## config.mk

```make
export PLATFORM = sky130hd
export DESIGN_NAME = lsu_mem_ctrl
export DESIGN_NICKNAME = d
export VERILOG_FILES = /design/src/rtl/lsu_mem_ctrl.sv
export SDC_FILE = /design/constraint.sdc
export NUM_CORES = 1
export LEC_CHECK = 0
export ABC_AREA = 1
export CELL_PAD_IN_SITES_DETAIL_PLACEMENT = 1
export CELL_PAD_IN_SITES_GLOBAL_PLACEMENT = 1
export CORE_MARGIN = 2
export CORE_UTILIZATION = 36
export CTS_CLUSTER_DIAMETER = 100
export CTS_CLUSTER_SIZE = 8
export DETAILED_ROUTE_END_ITERATION = 16
export PLACE_DENSITY_LB_ADDON = 0.08
export SYNTH_ARGS = -nofsm -noshare
export SYNTH_HDL_FRONTEND = slang
export SYNTH_SLANG_ARGS = --single-unit
```

## constraint.sdc

```tcl
create_clock -name i_clk -period 5.4 [get_ports i_clk]
set_clock_uncertainty 0.1 [all_clocks]
set_input_delay 1.08 -clock i_clk [delete_from_list [all_inputs] [get_ports i_clk]]
set_output_delay 1.08 -clock i_clk [all_outputs]
set_load 0.03 [all_outputs]
```

## src/rtl/lsu_mem_ctrl.sv

```systemverilog
// RV32 load/store unit: byte-addressed MEM-stage requests to a word-addressed data port.
// Optional LSU_MISALIGN_TRAP_EN: misaligned accesses trap instead of being split.
module lsu_mem_ctrl #(
    parameter int ADDR_W = 16
) (
    input  logic              i_clk,
    input  logic              i_reset,
    input  logic              i_req_valid,
    output logic              o_req_ready,
    input  logic              i_req_we,
    input  logic [2:0]        i_req_funct3,
    input  logic [31:0]       i_req_addr,
    input  logic [31:0]       i_req_wdata,
    output logic              o_rsp_valid,
    output logic [31:0]       o_rsp_rdata,
    output logic              o_rsp_err,
    output logic [ADDR_W-1:0] o_mem_addr,
    output logic [31:0]       o_mem_wdata,
    output logic [3:0]        o_mem_bmask,
    output logic              o_mem_wren,
    input  logic [31:0]       i_mem_rdata
);

    localparam logic [1:0] S_IDLE = 2'd0;
    localparam logic [1:0] S_ACC0 = 2'd1;
    localparam logic [1:0] S_ACC1 = 2'd2;
    localparam logic [1:0] S_RESP = 2'd3;

    logic [1:0]         state_q, state_d;
    logic [ADDR_W+1:0]  addr_q, addr_d;
    logic [31:0]        wdata_q, wdata_d;
    logic [2:0]         funct3_q, funct3_d;
    logic               we_q, we_d;
    logic               err_q, err_d;
    logic [31:0]        buf0_q, buf0_d;
    logic [31:0]        buf1_q, buf1_d;

    logic               req_legal;
    logic               req_trap;
    logic [1:0]         off;
    logic [3:0]         size_mask;
    logic [2:0]         size_bytes;
    logic               crossing;
    logic [7:0]         lane_mask;
    logic [63:0]        lane_wdata;
    logic [ADDR_W-1:0]  word_addr;
    logic [ADDR_W-1:0]  word_addr_next;
    logic [31:0]        load_shift;
    logic [31:0]        load_ext;
    logic               unused_addr_hi;

    assign unused_addr_hi = ^i_req_addr[31:ADDR_W+2];

    always_comb begin
        req_legal = 1'b0;
        case (i_req_funct3)
            3'b000, 3'b001, 3'b010: req_legal = 1'b1;
            3'b100, 3'b101:         req_legal = ~i_req_we;
            default:                req_legal = 1'b0;
        endcase
    end

`ifdef LSU_MISALIGN_TRAP_EN
    // Halfwords need an even offset, words offset zero; bytes never trap.
    always_comb begin
        req_trap = 1'b0;
        case (i_req_funct3[1:0])
            2'b01:   req_trap = i_req_addr[0];
            2'b10:   req_trap = (i_req_addr[1:0] != 2'b00);
            default: req_trap = 1'b0;
        endcase
    end
`else
    assign req_trap = 1'b0;
`endif

    assign off = addr_q[1:0];

    always_comb begin
        size_mask  = 4'b1111;
        size_bytes = 3'd4;
        case (funct3_q[1:0])
            2'b00: begin size_mask = 4'b0001; size_bytes = 3'd1; end
            2'b01: begin size_mask = 4'b0011; size_bytes = 3'd2; end
            default: begin size_mask = 4'b1111; size_bytes = 3'd4; end
        endcase
    end

    assign crossing = (({1'b0, off} + size_bytes) > 3'd4);

    // Low half of each 8-byte/64-bit window feeds ACC0, high half spills into ACC1.
    assign lane_mask      = {4'b0000, size_mask} << off;
    assign lane_wdata     = {32'h0, wdata_q} << {off, 3'b000};
    assign word_addr      = addr_q[ADDR_W+1:2];
    assign word_addr_next = word_addr + {{(ADDR_W-1){1'b0}}, 1'b1};

    assign load_shift = 32'({buf1_q, buf0_q} >> {off, 3'b000});

    always_comb begin
        load_ext = load_shift;
        case (funct3_q)
            3'b000:  load_ext = {{24{load_shift[7]}}, load_shift[7:0]};
            3'b001:  load_ext = {{16{load_shift[15]}}, load_shift[15:0]};
            3'b100:  load_ext = {24'h0, load_shift[7:0]};
            3'b101:  load_ext = {16'h0, load_shift[15:0]};
            default: load_ext = load_shift;
        endcase
    end

    always_comb begin
        state_d  = state_q;
        addr_d   = addr_q;
        wdata_d  = wdata_q;
        funct3_d = funct3_q;
        we_d     = we_q;
        err_d    = err_q;
        buf0_d   = buf0_q;
        buf1_d   = buf1_q;
        case (state_q)
            S_IDLE: begin
                if (i_req_valid) begin
                    addr_d   = i_req_addr[ADDR_W+1:0];
                    wdata_d  = i_req_wdata;
                    funct3_d = i_req_funct3;
                    we_d     = i_req_we;
                    if (!req_legal || req_trap) begin
                        err_d   = 1'b1;
                        state_d = S_RESP;
                    end else begin
                        err_d   = 1'b0;
                        state_d = S_ACC0;
                    end
                end
            end
            S_ACC0: begin
                buf0_d  = i_mem_rdata;
                state_d = crossing ? S_ACC1 : S_RESP;
            end
            S_ACC1: begin
                buf1_d  = i_mem_rdata;
                state_d = S_RESP;
            end
            default: begin
                state_d = S_IDLE;
            end
        endcase
    end

    always_ff @(posedge i_clk) begin
        if (i_reset) begin
            state_q  <= S_IDLE;
            addr_q   <= '0;
            wdata_q  <= '0;
            funct3_q <= '0;
            we_q     <= 1'b0;
            err_q    <= 1'b0;
            buf0_q   <= '0;
            buf1_q   <= '0;
        end else begin
            state_q  <= state_d;
            addr_q   <= addr_d;
            wdata_q  <= wdata_d;
            funct3_q <= funct3_d;
            we_q     <= we_d;
            err_q    <= err_d;
            buf0_q   <= buf0_d;
            buf1_q   <= buf1_d;
        end
    end

    always_comb begin
        o_mem_addr  = '0;
        o_mem_bmask = 4'b0000;
        o_mem_wdata = 32'h0;
        o_mem_wren  = 1'b0;
        case (state_q)
            S_ACC0: begin
                o_mem_addr  = word_addr;
                o_mem_bmask = lane_mask[3:0];
                o_mem_wdata = lane_wdata[31:0];
                o_mem_wren  = we_q;
            end
            S_ACC1: begin
                o_mem_addr  = word_addr_next;
                o_mem_bmask = lane_mask[7:4];
                o_mem_wdata = lane_wdata[63:32];
                o_mem_wren  = we_q;
            end
            default: begin
                o_mem_addr  = '0;
                o_mem_bmask = 4'b0000;
                o_mem_wdata = 32'h0;
                o_mem_wren  = 1'b0;
            end
        endcase
    end

    assign o_req_ready = (state_q == S_IDLE);
    assign o_rsp_valid = (state_q == S_RESP);
    assign o_rsp_err   = (state_q == S_RESP) && err_q;
    assign o_rsp_rdata = ((state_q == S_RESP) && !err_q && !we_q) ? load_ext : 32'h0;

endmodule

```

# Yosys cells after proc, flatten, opt, wreduce, memory -nomap -nowiden
# Cells that the tools add are included.
# W data, S select, Z words.
# totals
output_inout_bits	88
regBits	121
inputBits	103
# classes
reduce_logical	13
shift	3
eq_ne	12
magnitude_cmp	1
addsub	2
mux	14
n_bitwise	1
# ops
cell	count
$pmux W32 S4	1
$pmux W32 S2	1
$shl A32 B5 Y64	1
$shr A64 B5 Y32	1
$mux W32	1
$pmux W16 S2	1
$add A16 B1 Y16 const B	1
$pmux W4 S2	2
$eq A3 B3 Y1 const B	4
$shl A4 B2 Y8	1
$eq A3 B1 Y1 const B	2
$logic_not A3 Y1	2
$pmux W2 S3	1
$pmux W3 S2	1
$eq A2 B1 Y1 const B	2
$eq A2 B2 Y1 const B	2
$logic_not A2 Y1	2
$mux W2	2
$reduce_or A2 Y1	2
$add A2 B3 Y3	1
$eq A3 B2 Y1 const B	1
$gt A3 B3 Y1 const B	1
$logic_and A1 B1 Y1	3
$mux W1	3
6 further kinds	7

# Logic depth before layout (Yosys ltp)
# Gate-level depths: netlist of the first run.
# depth
depth_word	6
ltp_mapped	12
depth_no_buf	10

# Worst setup path before layout of the first run
# No wires, ideal clock.
# synth_path
kind	register -> output
from	register state_q[0]
to	output port o_mem_addr[7]
slack_ps	2358
n_path_buf	1
arrival_time_ps	1862
path_stages_with_launch	8
cell_sequence	dfxtp_1 inv_1 ha_1 buf_2 nand2_1 inv_2 nand2_1 o21ai_0
# synth_between
elab_chain_len	2
elab_cells_between_ends	3
cone_classes	eq/ne: 2; mux: 1
# synth_rtl
element	line_no	text
start, declared	29	logic [1:0] state_q, state_d;
start signal, assigned	160	state_q <= state_d;
$eq A2 B2 Y1 or $eq A2 B1 Y1 (tied branches)	176	case (state_q)
$pmux W16 S2 *	176	
end, declared	17	output logic [ADDR_W-1:0] o_mem_addr,
# Mark *: on every way between the ends. The rest lies on a longest branch, timed or not.

# Worst setup path in the final report of the first run
# layout_path
from	register state_q[1]
to	output port o_mem_wdata[27]
# layout_between
elab_chain_len	2
elab_cells_between_ends	3
cone_classes	eq/ne: 2; mux: 1
# layout_rtl
element	line_no	text
$eq A2 B2 Y1 or $eq A2 B1 Y1 (tied branches)	176	
$pmux W32 S2 *	176	
end, declared	18	output logic [31:0] o_mem_wdata,
# Marked as above.

==> results of run 1 <==
## state kept, by name, summed over array words and instances (netlist names)
signal / count
addr_q: 18
buf0_q: 32
buf1_q: 24
err_q: 1
funct3_q: 3
state_q: 2
wdata_q: 32
we_q: 1
## worst min-delay path, cell delays in order, from the launching register on
cell and delay (ns):
dfxtp_1 0.31, inv_1 0.06, a21oi_1 0.06
## layout make-up
class	count	area, µm²
Inverter	68	260
Clock buffer	18	439
Multi-Input combinational cell	837	3930
Fill cell	2472	9470
Timing Repair Buffer	186	1850
Clock inverter	14	204
Tap cell	234	293
Sequential cell	113	2260
## power groups by stage
stage / clock [µW] / sequential [µW] / combinational (µW)
2_1_floorplan: 0 / 1240 / 1390
3_3_place_gp: 0 / 1310 / 1890
3_5_place_dp: 0 / 1320 / 1930
4_1_cts: 1250 / 1310 / 1950
5_1_grt: 1290 / 1340 / 2150
6_report: 1240 / 1310 / 1950
## kinds of logic (layout without fill, tap and decap cells)
group,Yosys count,count (layout),synth area share (%)
compound gates,308,308,24.4
simple gates,521,521,31.3
flops,113,113,33.0
fa+ha+maj,8,8,1.57
buf+inv,138,286,9.72
## path summary, 6_finish.rpt
| check | startpoint | to | slack (ns) | depth (start not counted) |
|---|---|---|---|---|
| max | state_q[1] | o_mem_wdata[27] | 0.85 | 7 |
| min | buf1_q[2] | buf1_q[2] | 0.38 | 2 |
| max reg2reg | addr_q[1] | state_q[0] | 3.01 | 9 |
| min reg2reg | buf1_q[2] | buf1_q[2] | 0.38 | 2 |
## routing by layer
metal / GRT usage (%) / routed length [µm] / vias up
met5: 0 / 0 / -
met4: 7.11 / 393 / 0
met3: 5.01 / 1430 / 23
met2: 40.6 / 11900 / 217
met1: 38.3 / 13000 / 3647
li1: - / - / 3851
## per-stage QoR
step / instance area, µm² / power (µW)
3_5_place_dp: 8590 / 3250
5_1_grt: 9240 / 4790
6_report: 9240 / 4500
3_3_place_gp: 8590 / 3200
4_1_cts: 9240 / 4510
2_1_floorplan: 6850 / 2620
## cell usage in the layout (no fill, tap or decap), types with 2 or more instances in the layout
cell	instances
o21ai_2	11
a31oi_1	21
nor3_1	2
nor2_1	234
o21ai_1	16
dfxtp_1	112
o22ai_1	10
nand2_2	4
nand3_1	32
nand2_1	223
clkbuf_16	17
nor2_4	3
clkdlybuf4s50_1	176
inv_1	56
nor2_2	8
inv_6	4
clkinvlp_4	3
clkinv_4	3
inv_4	2
nand3_2	3
nand2_4	2
clkinv_1	3
buf_4	9
o211ai_2	2
o21ai_0	150
bufinv_16	4
a21oi_1	85
nand3_4	3
o211ai_1	6
nand4_1	3
inv_2	7
or2_0	2
ha_1	7
==> metrics, run 1 <==
MaxCap Viol Count=0; crit-path cells=inv_1, ha_1, nand2_2, inv_1, o21ai_0, a31oi_1, clkdlybuf4s50_1; mapped cell area=6850 µm²; Starting Density=about 37%; Post-synth ARST share=0%; Combinational Power Share=a little over two fifths; Post-synth EDFFs=0; worst-case clock buffer depth=2; WL final=26800 µm; Seq pwr share=between 20 and 30%; #FFs+latches synth=113; Hold Slack=around 0.38 ns; initial antenna violation count=0; Worst Setup Start Kind=flip-flop; diodes inserted=0; worst-margin pin slew=between 0.8 and 0.9 ns; number of setup buffers added after CTS=0; nets=roughly 1.3k; Top cell by count, worst path=inv_1; cts bufs inserted=17; antenna-violating nets left=0; Worst VDD drop=roughly 310 µV; worst-path maximum fanout=16; DP HPWL=between 15000 and 20000 µm; setup TNS=0 ns; f_max=220 MHz; ys flop type=dfxtp_1; Max stage delay on crit path=0.72 ns; layout cells sized above 1=under 10%; top cells by count, synth=nor2_1, nand2_1, o21ai_0; type of the most critical hold path=flip-flop to flip-flop; sequential cell area fraction in the yosys report=between 30% and 40%; CP Class=flip-flop to primary output; Die Y-Extent=142 µm; Data arrival, critical path=3.37 ns; P&R area growth vs syn=34.8%; Vias/cell=about 5.3; CP Data Required Time=4.22 ns; Max Slew Vio Count=0; Resized cells post-CTS=0; RePlAce Congestion=approximately 0.85; IO buf count=between 150 and 200; most numerous cell in the Yosys netlist=nor2_1; Core Region=between 15000 and 20000 µm²; area leader, netlist=dfxtp_1; Int Power=2480 µW; die area=20200 µm²; DRT Pass-1 Iters=5; library cells used by synthesis=41; leakage dissipation=roughly 0.0036 µW; relative max-transition margin=45.3%; Ys Warns=0; fin cells=1470; PnR worst setup slack=0.845 ns; fin crit share=84.3%; Final Util=slightly below 50%; I/O pin cnt=191; Root Buffer Master=clkbuf_16; top-area cell type share of the netlist area=33.0%; status=complete, no violations; CTS tree=built; # hold bufs at CTS=0; Rows=50; Syn Nets=~1.2k; DR iter-0 viols=558; clk slew on worst S/H paths=0.06 ns; number of global-route vias before repair=7504; Crit. End Element=primary output; DR WL/cell=18.2 µm; Final Hold Viols=0; clock sink count=113; crit path buf inv count=3; DRC=0; # setup viols final=0; Die X=142 µm; crit path max-delay cell type=clkdlybuf4s50_1; CP top delay family=buffers and inverters; Synth Instances=between 1k and 1.5k; clk_lat worst skew=roughly 0.42 ns; setup slack at placement=1.23 ns; Avg Cell Area, Syn=between 6 and 7 µm²; first-pass GRT wire length=41400 µm; RSZ-0062 raised after global routing=no; GRT Overall Usage=about a quarter; placed insts=between 1k and 1.5k; switch share=44.9%; H-tree lvl count=4; Final min period=~4.6 ns; detailed-route via count=7738; Clk pwr share=27.6%; NetSw=2020 µW; grt total ovfl=0; largest net degree at the start of global routing=a little over 60; ranking of synthesized cells by area=dfxtp_1, nor2_1, nand2_1, o21ai_0, a21oi_1; pwr dens=roughly 500 nW/µm²
(Power assumes the default switching activity.)
==> run 2, diff against run 1 <==
--- a/config.mk
+++ b/config.mk
@@ -9,7 +9,7 @@
 export CELL_PAD_IN_SITES_DETAIL_PLACEMENT = 1
 export CELL_PAD_IN_SITES_GLOBAL_PLACEMENT = 1
 export CORE_MARGIN = 2
-export CORE_UTILIZATION = 36
+export CORE_UTILIZATION = 30
 export CTS_CLUSTER_DIAMETER = 100
 export CTS_CLUSTER_SIZE = 8
 export DETAILED_ROUTE_END_ITERATION = 16
==> constraint.sdc (replaced) <==
create_clock -name i_clk -period 3.7 [get_ports i_clk]
set_clock_uncertainty 0.1 [all_clocks]
set_input_delay 0.74 -clock i_clk [delete_from_list [all_inputs] [get_ports i_clk]]
set_output_delay 0.74 -clock i_clk [all_outputs]
set_load 0.03 [all_outputs]
==> run 2 against run 1 <==
Against the previous run: register-to-register slack lost 1.7 ns; combinational power grew 52%; global-route usage shrank 3.5 points; sequential share of layout area shrank 0.37 points; via count shrank 0.62%; count of clock-buffer cells in the layout shrank 1; routed wire length grew 3.3%; die area grew 19%; core utilization shrank 7.7 points; sequential power grew 45%; largest power group unchanged.
==> metrics, run 2 (synthesis gave the netlist of run 1 again) <==
status=complete, no violations; Seq pwr share=28.4% (-0.7 points); FF-to-FF setup slack=1.29 ns (-1.72 ns); Max Slew Vio Count=0 (unchanged); PnR worst setup slack=0.136 ns (-0.709 ns); NetSw=3010 µW (+49%); crit path max-delay cell type=clkinv_1; Core Region=22500 µm² (+20%); antenna-violating nets left=0 (unchanged); worst-case clock buffer depth=2 (unchanged); clk_lat worst skew=0.43 ns (about the same); Rows=55 (+10%); DR iter-0 viols=449 (-20%); highest-count cells in the layout ignoring fill and taps=nor2_1, nand2_1, o21ai_0; clock sink count=113 (unchanged); Max stage delay on crit path=0.42 ns (-0.30 ns); DRT Pass-1 Iters=5 (unchanged); # fillers=2856 (+16%); Die Y-Extent=155 µm (+9.3%); f_max=281 MHz; number of global-route vias before repair=7374 (-1.7%); hold_sp=buf1_q[0]; Int Power=3660 µW (+48%); I/O pin cnt=191 (unchanged); number of setup buffers added after CTS=0 (unchanged); Worst VDD drop=326 µV (+4.9%); crit-path cells=inv_1, ha_1, buf_4, clkinv_1, a21oi_1, nand2_1, a21oi_1, buf_12; Final Hold Viols=0 (unchanged); CTS tree=built; die area=24100 µm² (+19%); Worst Setup EP=o_mem_wdata[4]; Combinational Power Share=44.3% (+1.0 points); clk slew on worst S/H paths=0.06 ns (about the same); # setup viols final=0 (unchanged); IO buf count=176 (unchanged); worst-path maximum fanout=19 (+3); largest net degree at the start of global routing=73 (+18%); nets=1343 (+0.67%); DR WL/cell=18.1 µm (-0.72%); Crit. End Element=primary output; diodes inserted=0 (unchanged); P&R area growth vs syn=36.9%; Critical R2R Capture=buf1_q[5]; Final Util=41.7% (-7.7 points); fin crit share=between 90% and 100%; R2R cell count=7 (-2); grt total ovfl=0 (unchanged); setup TNS=0 ns (unchanged); Top cell by count, worst path=a21oi_1; CP Data Required Time=2.86 ns (-1.36 ns); Final Power=6680 µW (+48%); pwr dens=712 nW/µm² (+46%); Root Buffer Master=clkbuf_16; cts bufs inserted=17 (unchanged); Worst Setup SP=state_q[0]; Hold Slack=0.381 ns (+0.00319 ns); worst r2r src=state_q[0]; initial antenna violation count=0 (unchanged); Final min period=3.56 ns; H-tree lvl count=4 (unchanged); relative max-transition margin=57.6% (+12 points); type of the most critical hold path=flip-flop to flip-flop; Starting Density=30.4% (-6.2 points); DP HPWL=19700 µm (+6.5%); worst-margin pin slew=0.629 ns (-0.191 ns); MaxCap Viol Count=0 (unchanged); Worst Setup Start Kind=flip-flop; Clk pwr share=27.3% (-0.3 points); largest registers=buf0_q x32, wdata_q x32, buf1_q x24; WL final=27700 µm (+3.3%); leakage dissipation=0.00386 µW (+8.6%); most common cell after layout, fill and taps aside=nor2_1; layout cells sized above 1=13.4% (+6.1 points); setup slack at placement=0.397 ns (-0.837 ns); first-pass GRT wire length=42700 µm (+3.1%); Die X=155 µm (+9.3%); switch share=45.1% (+0.20 points); RePlAce Congestion=0.842 (-1.2%); Data arrival, critical path=2.72 ns (-0.65 ns); # hold bufs at CTS=0 (unchanged); GRT Overall Usage=23.1% (-3.5 points); CP Class=flip-flop to primary output; DRC=0 (unchanged); detailed-route via count=7690 (-0.62%); RSZ-0062 raised after global routing=no; Vias/cell=5.03 (-4.5%)
[run 2: changes by cell type in the layout (fill, tap and decap cells not counted), moves of 2 or more]
cell / before / now
buf_12: 1 / 14
buf_4: 9 / 71
clkdlybuf4s50_1: 176 / 105
clkinv_4: 3 / 6
dlymetal6s2s_1: 0 / 5
inv_6: 4 / 2
[run 2: power groups by stage]
stage | sequential (µW) | clock (µW) | combinational, µW
after floorplan | 1810 | 0 | 2020
after global placement | 1910 | 0 | 2910
after detailed placement | 1920 | 0 | 2940
after CTS | 1900 | 1850 | 2970
after global routing | 1950 | 1900 | 3270
final | 1900 | 1820 | 2960
[run 2: worst min path at each step]
stage           endpoint  depth (start not counted)
2_1_floorplan  buf1_q[0]                          2
3_3_place_gp   buf1_q[0]                          2
3_5_place_dp   buf1_q[0]                          2
4_1_cts        buf1_q[0]                          2
5_1_grt        buf1_q[0]                          2
6_report       buf1_q[0]                          2
[run 2: layout make-up]
cell class	count	area [µm²]	area share (%)
multi-input cells	837	3930	42.0
clock inverters	15	210	2.24
well taps	285	357	3.80
clock buffers	17	425	4.54
flip-flops and latches	113	2260	24.1
inverters	68	260	2.78
repair buffers	195	1930	20.5
[run 2: per-layer routing]
| metal | wire (µm) | vias up | track usage, % |
|---|---|---|---|
| met2 | 12200 | 182 | 35.0 |
| met5 | 0 | - | 0 |
| li1 | - | 3854 | - |
| met4 | 282 | 0 | 5.38 |
| met1 | 13900 | 3631 | 33.8 |
| met3 | 1310 | 23 | 4.15 |
[run 2: metrics by stage]
| stage | instance area (µm²) | instances |
|---|---|---|
| after floorplan | 6850 | 1088 |
| after CTS | 9360 | 1530 |
| after global placement | 8720 | 1498 |
| final | 9380 | 1530 |
| after detailed placement | 8720 | 1498 |
| after global routing | 9380 | 1530 |
[run 2: worst max-delay path, delay by kind of cell (launching register included)]
family,cells,cell delay (ns)
compound gates,2,0.63
flops,1,0.34
buf+inv,4,0.99
fa+ha+maj,1,0.24
simple gates,1,0.08
[run 2: timing repair]
action,4_1_cts,5_1_grt
endpoints found under the setup margin,5,6
cloned,0,0
resized for setup,1,6
